`config.mk`:
```
export PLATFORM = sky130hd
export DESIGN_NAME = vga_pix_fetch
export DESIGN_NICKNAME = d
export VERILOG_FILES = /design/src/rtl/vga_pkg.sv /design/src/rtl/vga_pat_gen.sv /design/src/rtl/vga_pix_fetch.sv
export SDC_FILE = /design/constraint.sdc
export NUM_CORES = 1
export LEC_CHECK = 0
export BUFFER_PORTS_ARGS = -buffer_cell sky130_fd_sc_hd__buf_2
export CORE_ASPECT_RATIO = 0.7
export CORE_MARGIN = 1
export CORE_UTILIZATION = 55
export CTS_CLUSTER_SIZE = 16
export DETAILED_ROUTE_END_ITERATION = 6
export PLACE_DENSITY = 0.77
export RECOVER_POWER = 25
export SKIP_CTS_REPAIR_TIMING = 1
export SLEW_MARGIN = 20
export SYNTH_ARGS = -nofsm -noshare
export SYNTH_HDL_FRONTEND = slang
export SYNTH_SLANG_ARGS = --single-unit
export TNS_END_PERCENT = 20
```
`constraint.sdc`:
```
create_clock -name CLK_40M -period 3.6 [get_ports CLK_40M]
set_clock_uncertainty 0.1 [all_clocks]
set_input_delay 0.72 -clock CLK_40M [delete_from_list [all_inputs] [get_ports CLK_40M]]
set_output_delay 0.72 -clock CLK_40M [all_outputs]
set_load 0.01 [all_outputs]
```
`src/rtl/vga_pkg.sv`:
```
// Shared constants, encodings and colour helpers for the VGA pixel fetch path.
package vga_pkg;

    localparam int VGA_HDATA  = 800;
    localparam int VGA_VDATA  = 600;
    localparam int VGA_ADDR_W = 19;
    localparam int VGA_BAR_W  = 100;

    typedef enum logic [1:0] {
        PAT_MEM   = 2'd0,
        PAT_BARS  = 2'd1,
        PAT_SOLID = 2'd2,
        PAT_RAMP  = 2'd3
    } pat_sel_e;

    typedef enum logic [1:0] {
        ST_IDLE   = 2'd0,
        ST_FETCH  = 2'd1,
        ST_DRAIN0 = 2'd2,
        ST_DRAIN1 = 2'd3
    } state_e;

    localparam logic [8:0] BAR_WHITE   = 9'h1FF;
    localparam logic [8:0] BAR_YELLOW  = 9'h1F8;
    localparam logic [8:0] BAR_CYAN    = 9'h03F;
    localparam logic [8:0] BAR_GREEN   = 9'h038;
    localparam logic [8:0] BAR_MAGENTA = 9'h1C7;
    localparam logic [8:0] BAR_RED     = 9'h1C0;
    localparam logic [8:0] BAR_BLUE    = 9'h007;
    localparam logic [8:0] BAR_BLACK   = 9'h000;

    function automatic logic [8:0] bar_color(input logic [2:0] idx);
        case (idx)
            3'd0:    return BAR_WHITE;
            3'd1:    return BAR_YELLOW;
            3'd2:    return BAR_CYAN;
            3'd3:    return BAR_GREEN;
            3'd4:    return BAR_MAGENTA;
            3'd5:    return BAR_RED;
            3'd6:    return BAR_BLUE;
            default: return BAR_BLACK;
        endcase
    endfunction

endpackage

```
`src/rtl/vga_pat_gen.sv`:
```
// Test-pattern source: picks a pattern pixel and delays it two cycles so it
// lines up with a memory word read one cycle earlier and then registered.
module vga_pat_gen
    import vga_pkg::*;
(
    input  logic       clk_i,
    input  logic       rst_ni,
    input  logic       clear_i,
    input  logic       valid_i,
    input  pat_sel_e   mode_i,
    input  logic [8:0] x_i,
    input  logic [2:0] bar_idx_i,
    input  logic [8:0] solid_i,
    output logic [8:0] pix_o
);

    logic [8:0] pat_d;
    logic [8:0] pipe0_q;
    logic [8:0] pipe1_q;

    always_comb begin
        pat_d = '0;
        if (valid_i) begin
            case (mode_i)
                PAT_BARS:  pat_d = bar_color(bar_idx_i);
                PAT_SOLID: pat_d = solid_i;
                PAT_RAMP:  pat_d = x_i;
                default:   pat_d = '0;
            endcase
        end
    end

    always_ff @(posedge clk_i or negedge rst_ni) begin
        if (!rst_ni) begin
            pipe0_q <= '0;
            pipe1_q <= '0;
        end else if (clear_i) begin
            pipe0_q <= '0;
            pipe1_q <= '0;
        end else begin
            pipe0_q <= pat_d;
            pipe1_q <= pipe0_q;
        end
    end

    assign pix_o = pipe1_q;

endmodule

```
`src/rtl/vga_pix_fetch.sv`:
```
// Per-line pixel streamer feeding the VGA timing controller from frame memory
// or a built-in test pattern, with line tracking and vsync resynchronisation.
module vga_pix_fetch
    import vga_pkg::*;
#(
    parameter int P_HDATA  = VGA_HDATA,
    parameter int P_VDATA  = VGA_VDATA,
    parameter int P_ADDR_W = VGA_ADDR_W,
    parameter int P_BAR_W  = VGA_BAR_W
) (
    input  logic                CLK_40M,
    input  logic                SYS_RST_N,
    input  logic                REG_VGA_EN,
    input  logic [1:0]          REG_PAT_SEL,
    input  logic [8:0]          REG_SOLID_COLOR,
    input  logic [P_ADDR_W-1:0] REG_FB_BASE,
    input  logic                VGA_REQ,
    input  logic                VGA_VSYNC,
    output logic                MEM_RD_EN,
    output logic [P_ADDR_W-1:0] MEM_RD_ADDR,
    input  logic [15:0]         MEM_RD_DATA,
    output logic [15:0]         SLCT_OUT_DATA,
    output logic                FETCH_ERR
);

    localparam int X_W = $clog2(P_HDATA);
    localparam int L_W = $clog2(P_VDATA);
    localparam int B_W = $clog2(P_BAR_W);

    localparam logic [X_W-1:0] X_LAST   = X_W'(P_HDATA - 1);
    localparam logic [L_W-1:0] L_LAST   = L_W'(P_VDATA - 1);
    localparam logic [B_W-1:0] BAR_LAST = B_W'(P_BAR_W - 1);

    state_e              state_q,     state_d;
    logic [X_W-1:0]      x_q,         x_d;
    logic [L_W-1:0]      line_q,      line_d;
    logic [P_ADDR_W-1:0] line_base_q, line_base_d;
    pat_sel_e            mode_q,      mode_d;
    logic [8:0]          solid_q,     solid_d;
    logic [P_ADDR_W-1:0] base_q,      base_d;
    logic [B_W-1:0]      bar_cnt_q,   bar_cnt_d;
    logic [2:0]          bar_idx_q,   bar_idx_d;
    logic                vs_prev_q,   vs_prev_d;
    logic                err_q,       err_d;
    logic                mem_v_q,     mem_v_d;
    logic [15:0]         mem_out_q,   mem_out_d;

    logic       accept;
    logic       fetching;
    logic       line_done;
    logic       vs_rise;
    logic [8:0] pat_pix;

    assign accept    = VGA_REQ && REG_VGA_EN && (state_q == ST_IDLE);
    assign fetching  = (state_q == ST_FETCH);
    assign line_done = fetching && (x_q == X_LAST);
    assign vs_rise   = VGA_VSYNC && !vs_prev_q;

    always_comb begin
        state_d     = state_q;
        x_d         = x_q;
        line_d      = line_q;
        line_base_d = line_base_q;
        mode_d      = mode_q;
        solid_d     = solid_q;
        base_d      = base_q;
        bar_cnt_d   = bar_cnt_q;
        bar_idx_d   = bar_idx_q;
        vs_prev_d   = VGA_VSYNC;
        err_d       = VGA_REQ && REG_VGA_EN && (state_q != ST_IDLE);
        mem_v_d     = fetching && (mode_q == PAT_MEM);
        mem_out_d   = mem_v_q ? MEM_RD_DATA : 16'h0000;

        case (state_q)
            ST_IDLE: begin
                if (accept) begin
                    state_d   = ST_FETCH;
                    x_d       = '0;
                    bar_cnt_d = '0;
                    bar_idx_d = '0;
                    mode_d    = pat_sel_e'(REG_PAT_SEL);
                    solid_d   = REG_SOLID_COLOR;
                    base_d    = REG_FB_BASE;
                end
            end
            ST_FETCH: begin
                x_d = x_q + X_W'(1);
                if (bar_cnt_q == BAR_LAST) begin
                    bar_cnt_d = '0;
                    bar_idx_d = bar_idx_q + 3'd1;
                end else begin
                    bar_cnt_d = bar_cnt_q + B_W'(1);
                end
                if (line_done) begin
                    state_d = ST_DRAIN0;
                    x_d     = '0;
                end
            end
            ST_DRAIN0: state_d = ST_DRAIN1;
            default:   state_d = ST_IDLE;
        endcase

        if (line_done) begin
            if (line_q == L_LAST) begin
                line_d      = '0;
                line_base_d = '0;
            end else begin
                line_d      = line_q + L_W'(1);
                line_base_d = line_base_q + P_ADDR_W'(P_HDATA);
            end
        end

        // A frame start overrides any line completion landing in the same cycle.
        if (vs_rise) begin
            line_d      = '0;
            line_base_d = '0;
        end

        if (!REG_VGA_EN) begin
            state_d     = ST_IDLE;
            x_d         = '0;
            line_d      = '0;
            line_base_d = '0;
            bar_cnt_d   = '0;
            bar_idx_d   = '0;
            err_d       = 1'b0;
            mem_v_d     = 1'b0;
            mem_out_d   = 16'h0000;
        end
    end

    always_ff @(posedge CLK_40M or negedge SYS_RST_N) begin
        if (!SYS_RST_N) begin
            state_q     <= ST_IDLE;
            x_q         <= '0;
            line_q      <= '0;
            line_base_q <= '0;
            mode_q      <= PAT_MEM;
            solid_q     <= '0;
            base_q      <= '0;
            bar_cnt_q   <= '0;
            bar_idx_q   <= '0;
            vs_prev_q   <= 1'b0;
            err_q       <= 1'b0;
            mem_v_q     <= 1'b0;
            mem_out_q   <= 16'h0000;
        end else begin
            state_q     <= state_d;
            x_q         <= x_d;
            line_q      <= line_d;
            line_base_q <= line_base_d;
            mode_q      <= mode_d;
            solid_q     <= solid_d;
            base_q      <= base_d;
            bar_cnt_q   <= bar_cnt_d;
            bar_idx_q   <= bar_idx_d;
            vs_prev_q   <= vs_prev_d;
            err_q       <= err_d;
            mem_v_q     <= mem_v_d;
            mem_out_q   <= mem_out_d;
        end
    end

    vga_pat_gen u_pat_gen (
        .clk_i     (CLK_40M),
        .rst_ni    (SYS_RST_N),
        .clear_i   (!REG_VGA_EN),
        .valid_i   (fetching && (mode_q != PAT_MEM)),
        .mode_i    (mode_q),
        .x_i       (9'(x_q)),
        .bar_idx_i (bar_idx_q),
        .solid_i   (solid_q),
        .pix_o     (pat_pix)
    );

    assign MEM_RD_EN     = fetching && (mode_q == PAT_MEM);
    assign MEM_RD_ADDR   = MEM_RD_EN ? (base_q + line_base_q + P_ADDR_W'(x_q)) : '0;
    assign SLCT_OUT_DATA = mem_out_q | {7'd0, pat_pix};
    assign FETCH_ERR     = err_q;

endmodule

```
# Yosys cells after proc, flatten, opt, wreduce, memory -nomap -nowiden
# Cells that the tools add are included.
[classes] add_sub_neg=7 bitwise_logic=1 mux=34 n_reduce_logical=17 n_eq_ne=19
[ops] operator="19-bit two-way mux" n=5
[ops] operator="10-bit two-way mux" n=7
[ops] operator="9-bit case mux with 7 select lines" n=1
[ops] operator="16-bit two-way mux" n=2
[ops] operator="9-bit two-way mux" n=3
[ops] operator="9-bit case mux with 3 select lines" n=1
[ops] operator="7-bit two-way mux" n=3
[ops] operator="10-bit by 1-bit adder with 10-bit output (second input constant)" n=2
[ops] operator="10-bit == test (second input constant)" n=2
[ops] operator="10-bit case mux with 2 select lines" n=1
[ops] operator="19-bit by 10-bit adder with 19-bit output" n=1
[ops] operator="19-bit by 10-bit adder with 19-bit output (second input constant)" n=1
[ops] operator="19-bit adder" n=1
[ops] operator="16-bit by 9-bit bitwise OR with 16-bit output" n=1
[ops] operator="7-bit case mux with 2 select lines" n=1
[ops] operator="3-bit == test (second input constant)" n=3
[ops] operator="3-bit two-way mux" n=3
[ops] operator="7-bit by 1-bit adder with 7-bit output (second input constant)" n=1
[ops] operator="7-bit == test (second input constant)" n=1
[ops] operator="1-bit logical AND" n=7
[ops] operator="2-bit == test (second input constant)" n=3
[ops] operator="3-bit by 2-bit == test with 1-bit output (second input constant)" n=2
[ops] operator="2-bit two-way mux" n=3
[ops] operator="3-bit by 1-bit inequality test with 1-bit output (second input constant)" n=2
[ops] operator="14 further kinds" n=21
[totals] reg_bits=118 wordCells=93

# Depth between registers and ports, before layout
[depth] ltp_word=5 mapped_depth=9

# Hierarchy
# A second synthesis with hierarchy kept.
[unflattened] cells_unflattened=598 hier_area_um2=6222.2
[modules_own_cells] mod="vga_pix_fetch" seq_area_each_um2=2377.3 area_each_um2=5427.7 n_inst=1 cells_each=535
[modules_own_cells] mod="vga_pat_gen" seq_area_each_um2=450.4 area_each_um2=794.5 n_inst=1 cells_each=63

# Worst setup path after synthesis
# Ideal clock, no wire load.
[synth_path] kind="register to output" start="register line_base_q[5]" end="output port MEM_RD_ADDR[14]" arrival_ns=2.349 path_stages_with_launch=8 setup_slack_ns=0.431 path_buffers=0 cell_sequence="dfrtp_1 fa_1 ha_1 o211ai_1 o211a_1 o21ba_2 o31ai_1 mux2i_1"
[synth_between] elab_chain_len=3
[synth_rtl] item="start, declared" line_no="vga_pix_fetch.sv:37" rtl="logic [P_ADDR_W-1:0] line_base_q, line_base_d;"
[synth_rtl] item="start signal, assigned" line_no="vga_pix_fetch.sv:151" rtl="line_base_q <= line_base_d;"
[synth_rtl] item="19-bit adder" line_no="vga_pix_fetch.sv:177" rtl="assign MEM_RD_ADDR = MEM_RD_EN ? (base_q + line_base_q + P_ADDR_W'(x_q)) : '0;"
[synth_rtl] item="19-bit by 10-bit adder with 19-bit output" line_no="vga_pix_fetch.sv:177"
[synth_rtl] item="19-bit two-way mux" line_no="vga_pix_fetch.sv:177"
[synth_rtl] item="end, declared" line_no="vga_pix_fetch.sv:20" rtl="output logic [P_ADDR_W-1:0] MEM_RD_ADDR,"
# No other way between the ends.

# Worst setup path in the final report
[layout_path] start="register base_q[7]" end="output port MEM_RD_ADDR[18]"
[layout_between] elab_chain_len=3
[layout_rtl] item="start, declared" line_no="vga_pix_fetch.sv:40" rtl="logic [P_ADDR_W-1:0] base_q, base_d;"
[layout_rtl] item="start signal, assigned" line_no="vga_pix_fetch.sv:154" rtl="base_q <= base_d;"
[layout_rtl] item="19-bit adder" line_no="vga_pix_fetch.sv:177"
[layout_rtl] item="19-bit by 10-bit adder with 19-bit output" line_no="vga_pix_fetch.sv:177"
[layout_rtl] item="19-bit two-way mux" line_no="vga_pix_fetch.sv:177"
# No other way between the ends.

==> flow_metrics.env <==
export IMPL_synthFlopType="dfrtp_1"
export IMPL_yosys_warnings=0
export IMPL_worst_pin_slew_ns=1.60
export IMPL_portBuffers=87
export IMPL_hpwl_mm=10.4
export IMPL_finalSetupViolCount=8
export IMPL_hold_depth=1
export IMPL_finalCriticalPeriod_ns=3.68
export IMPL_globalplace_congestion=0.905
export IMPL_ant_nets=0
export IMPL_slew_violations=63
export IMPL_end_kind="output pin"
export IMPL_hold_viol=0
export IMPL_wl_mm=16.0
export IMPL_finalWorstSetupSlack_ns=-0.0769
export IMPL_die_x_um=130
export IMPL_clock_latency_ns=0.41
export IMPL_slew_headroom_pct=-6.83
export IMPL_path_clk_slew_ns=0.06
export IMPL_htreeDepth=4
export IMPL_rsz0062_at_grt="yes"
export IMPL_path_max_fanout=4
export IMPL_maxCapViolCount=1
export IMPL_grt_remaining_overflow=0
export IMPL_required_ns=2.78
export IMPL_status="complete, but fails checks"
export IMPL_diodes=0
export IMPL_numCtsBuffers=17
export IMPL_grt_pass1_wl_mm=23.6
export IMPL_die_h_um=91.7
export IMPL_syn_avg_cell_area_um2=10.1
export IMPL_antenna_found_initial=0
export IMPL_failed_checks="capacitance limit, slew limit, setup timing"
export IMPL_core_mm2=0.0111
export IMPL_synthXorXnorAreaFrac_pct=3.46
export IMPL_drtIter0Drc=481
export IMPL_initial_utilization_pct=57.0
export IMPL_fin_area_mm2=0.00774
export IMPL_hold_end="vs_prev_q"
export IMPL_cts_tree="built"
export IMPL_grtUsageTotal_pct=26.1
export IMPL_synth_top_family_by_area="simple AND/OR/NAND/NOR gates"
export IMPL_r2r_cells=7
export IMPL_synth_cell_types=54
export IMPL_r2r_setup_slack_ns=0.68
export IMPL_rr_endpoint="line_base_q[8]"
export IMPL_cts_root_buf="clkbuf_16"
export IMPL_drtPass1Iterations=5
export IMPL_rows=32
export IMPL_powerDensity_mw_per_mm2=627
export IMPL_p_leak_nw=3.66
export IMPL_grt_pass1_vias=4747
export IMPL_clk_path_buf_depth=2
export IMPL_ys_ff_latch=113
export IMPL_syn_nets=722
export IMPL_worstHoldStart="VGA_VSYNC"
export IMPL_wl_per_cell_um=17.9
export IMPL_synth_compound_area_share_pct=13.2
export IMPL_syn_inst=624
export IMPL_area_growth_pct=22.4
export IMPL_ys_seq_area_share_pct=44.7
export IMPL_nNetsFinal=823
export IMPL_holdWs_ns=0.335
export IMPL_worstPathArrival_ns=2.86
export IMPL_dieArea_mm2=0.0119
export IMPL_mostFrequentLayoutCell="dfrtp_1"
export IMPL_worstSetupStartpointType="flop"
export IMPL_hp_class="in -> reg"
export IMPL_synth_area_mm2=0.00632
export IMPL_peakVddDrop_v=0.000416
export IMPL_criticalPathCategory="reg -> out"
export IMPL_ys_async_sr_fraction_pct=100
export IMPL_layout_drive_gt1_share_pct=30.9
export IMPL_ios=88
export IMPL_fill_cells=796
export IMPL_worstReg2RegStart="x_q[6]"
export IMPL_grt_max_degree=64
export IMPL_synth_fa_ha_area_share_pct=10.0
export IMPL_synthSimpleGateAreaFrac_pct=17.9
export IMPL_final_cell_mix="dfrtp_1 (103), buf_2 (84), nand2_1 (63)"
export IMPL_remaining_drc_errors=0
export IMPL_vias=5295
export IMPL_via_per_inst=5.94
export IMPL_finalCritPeriodShare_pct=102
export IMPL_clock_sinks=113
export IMPL_muxShareOfSynthArea_pct=7.73
export IMPL_final_setup_tns_ns=-0.452
export IMPL_fin_util_pct=69.8
export IMPL_synth_edf_count=0
export IMPL_fmax_ghz=0.272
export IMPL_placedInstanceArea_mm2=0.00692
[Yosys cell counts, types with 8 or more instances]
cell type / number / share of area (%)
clkbuf_1: 20 / 1.2
a21o_1: 9 / 1.1
nand2_1: 64 / 3.8
mux2_2: 39 / 6.9
and3_1: 22 / 2.2
dfrtp_1: 113 / 45
xor2_1: 13 / 1.8
xnor2_1: 12 / 1.7
o21ai_0: 44 / 3.5
nor3_1: 22 / 1.7
ha_1: 41 / 8.1
or2_2: 9 / 0.89
nand2b_1: 8 / 0.79
nand3_1: 14 / 1.1
o31ai_1: 10 / 1.2
inv_1: 13 / 0.77
nor2_1: 33 / 2.0
a21oi_1: 32 / 2.5
and2_1: 14 / 1.4
[where the power goes]
group          internal, mW  switching, mW  total [mW]
sequential             1.51          0.212        1.72
clock                 0.881          0.633        1.51
combinational         0.740          0.878        1.62
[area by class of cell]
| cell class | count | area (um2) | area share, % |
|---|---|---|---|
| multi-input combinational | 469 | 3500 | 45.2 |
| sequential | 113 | 2840 | 36.7 |
| inverter | 13 | 48.8 | 0.630 |
| clock buffer | 17 | 425 | 5.50 |
| clock inverter | 15 | 113 | 1.45 |
| timing repair buffer | 111 | 622 | 8.03 |
| tap | 153 | 191 | 2.47 |
[routing by layer]
layer / part of all wire [%] / wire (um) / GRT usage, % / vias to the layer above
met3: 7.4 / 1180 / 5.60 / 31
met4: 1.7 / 270 / 7.85 / 0
met5: 0 / 0 / 0 / -
met1: 45 / 7160 / 37.7 / 2596
li1: - / - / - / 2433
met2: 46 / 7340 / 39.1 / 235
[worst max-delay path: stages, from the launching register on]
cell and delay [ns]:
dfrtp_1 0.41, fa_1 0.62, ha_4 0.23, buf_4 0.15
a21oi_1 0.19, o211a_1 0.21, o21ba_2 0.21, o21ai_1 0.11
mux2i_1 0.16, buf_2 0.15
[flip-flops by register name, summed over array words and instances (netlist names)]
name / cells
mode_q: 2
bar_idx_q: 3
mem_v_q: 1
FETCH_ERR: 1
u_pat_gen.pipe0_q: 9
line_base_q: 14
base_q: 19
u_pat_gen.pix_o: 9
mem_out_q: 16
state_q: 2
vs_prev_q: 1
x_q: 10
line_q: 10
solid_q: 9
bar_cnt_q: 7
[cell families after synthesis]
family / count (synthesis)
buffers and inverters: 42
xor gates and xnor gates: 25
and+or+nand+nor: 219
muxes: 44
AOI/OAI and AO/OA: 134
adders and majority gates: 47
DFF: 113
[metrics by stage]
stage | total power, mW | worst slack (ns) | instances
after floorplan | 2.70 | 0.431 | 624
after global placement | 3.07 | 0.223 | 847
after detailed placement | 3.12 | 0.155 | 847
after CTS | 4.66 | -0.306 | 879
after global routing | 5.11 | -0.158 | 891
final | 4.85 | -0.0769 | 891
[worst max path at each step]
stage                     slack [ns]         endpoint            from  cells past startpoint
after floorplan                 0.43  MEM_RD_ADDR[14]  line_base_q[5]                      7
after global placement          0.22  MEM_RD_ADDR[17]  line_base_q[6]                      8
after detailed placement        0.15  MEM_RD_ADDR[13]          x_q[1]                     10
after CTS                      -0.31  MEM_RD_ADDR[13]          x_q[1]                     10
after global routing           -0.16  MEM_RD_ADDR[18]  line_base_q[6]                      8
final                          -0.08  MEM_RD_ADDR[18]       base_q[7]                      9
No activity file was read; power rests on OpenSTA's default activity.
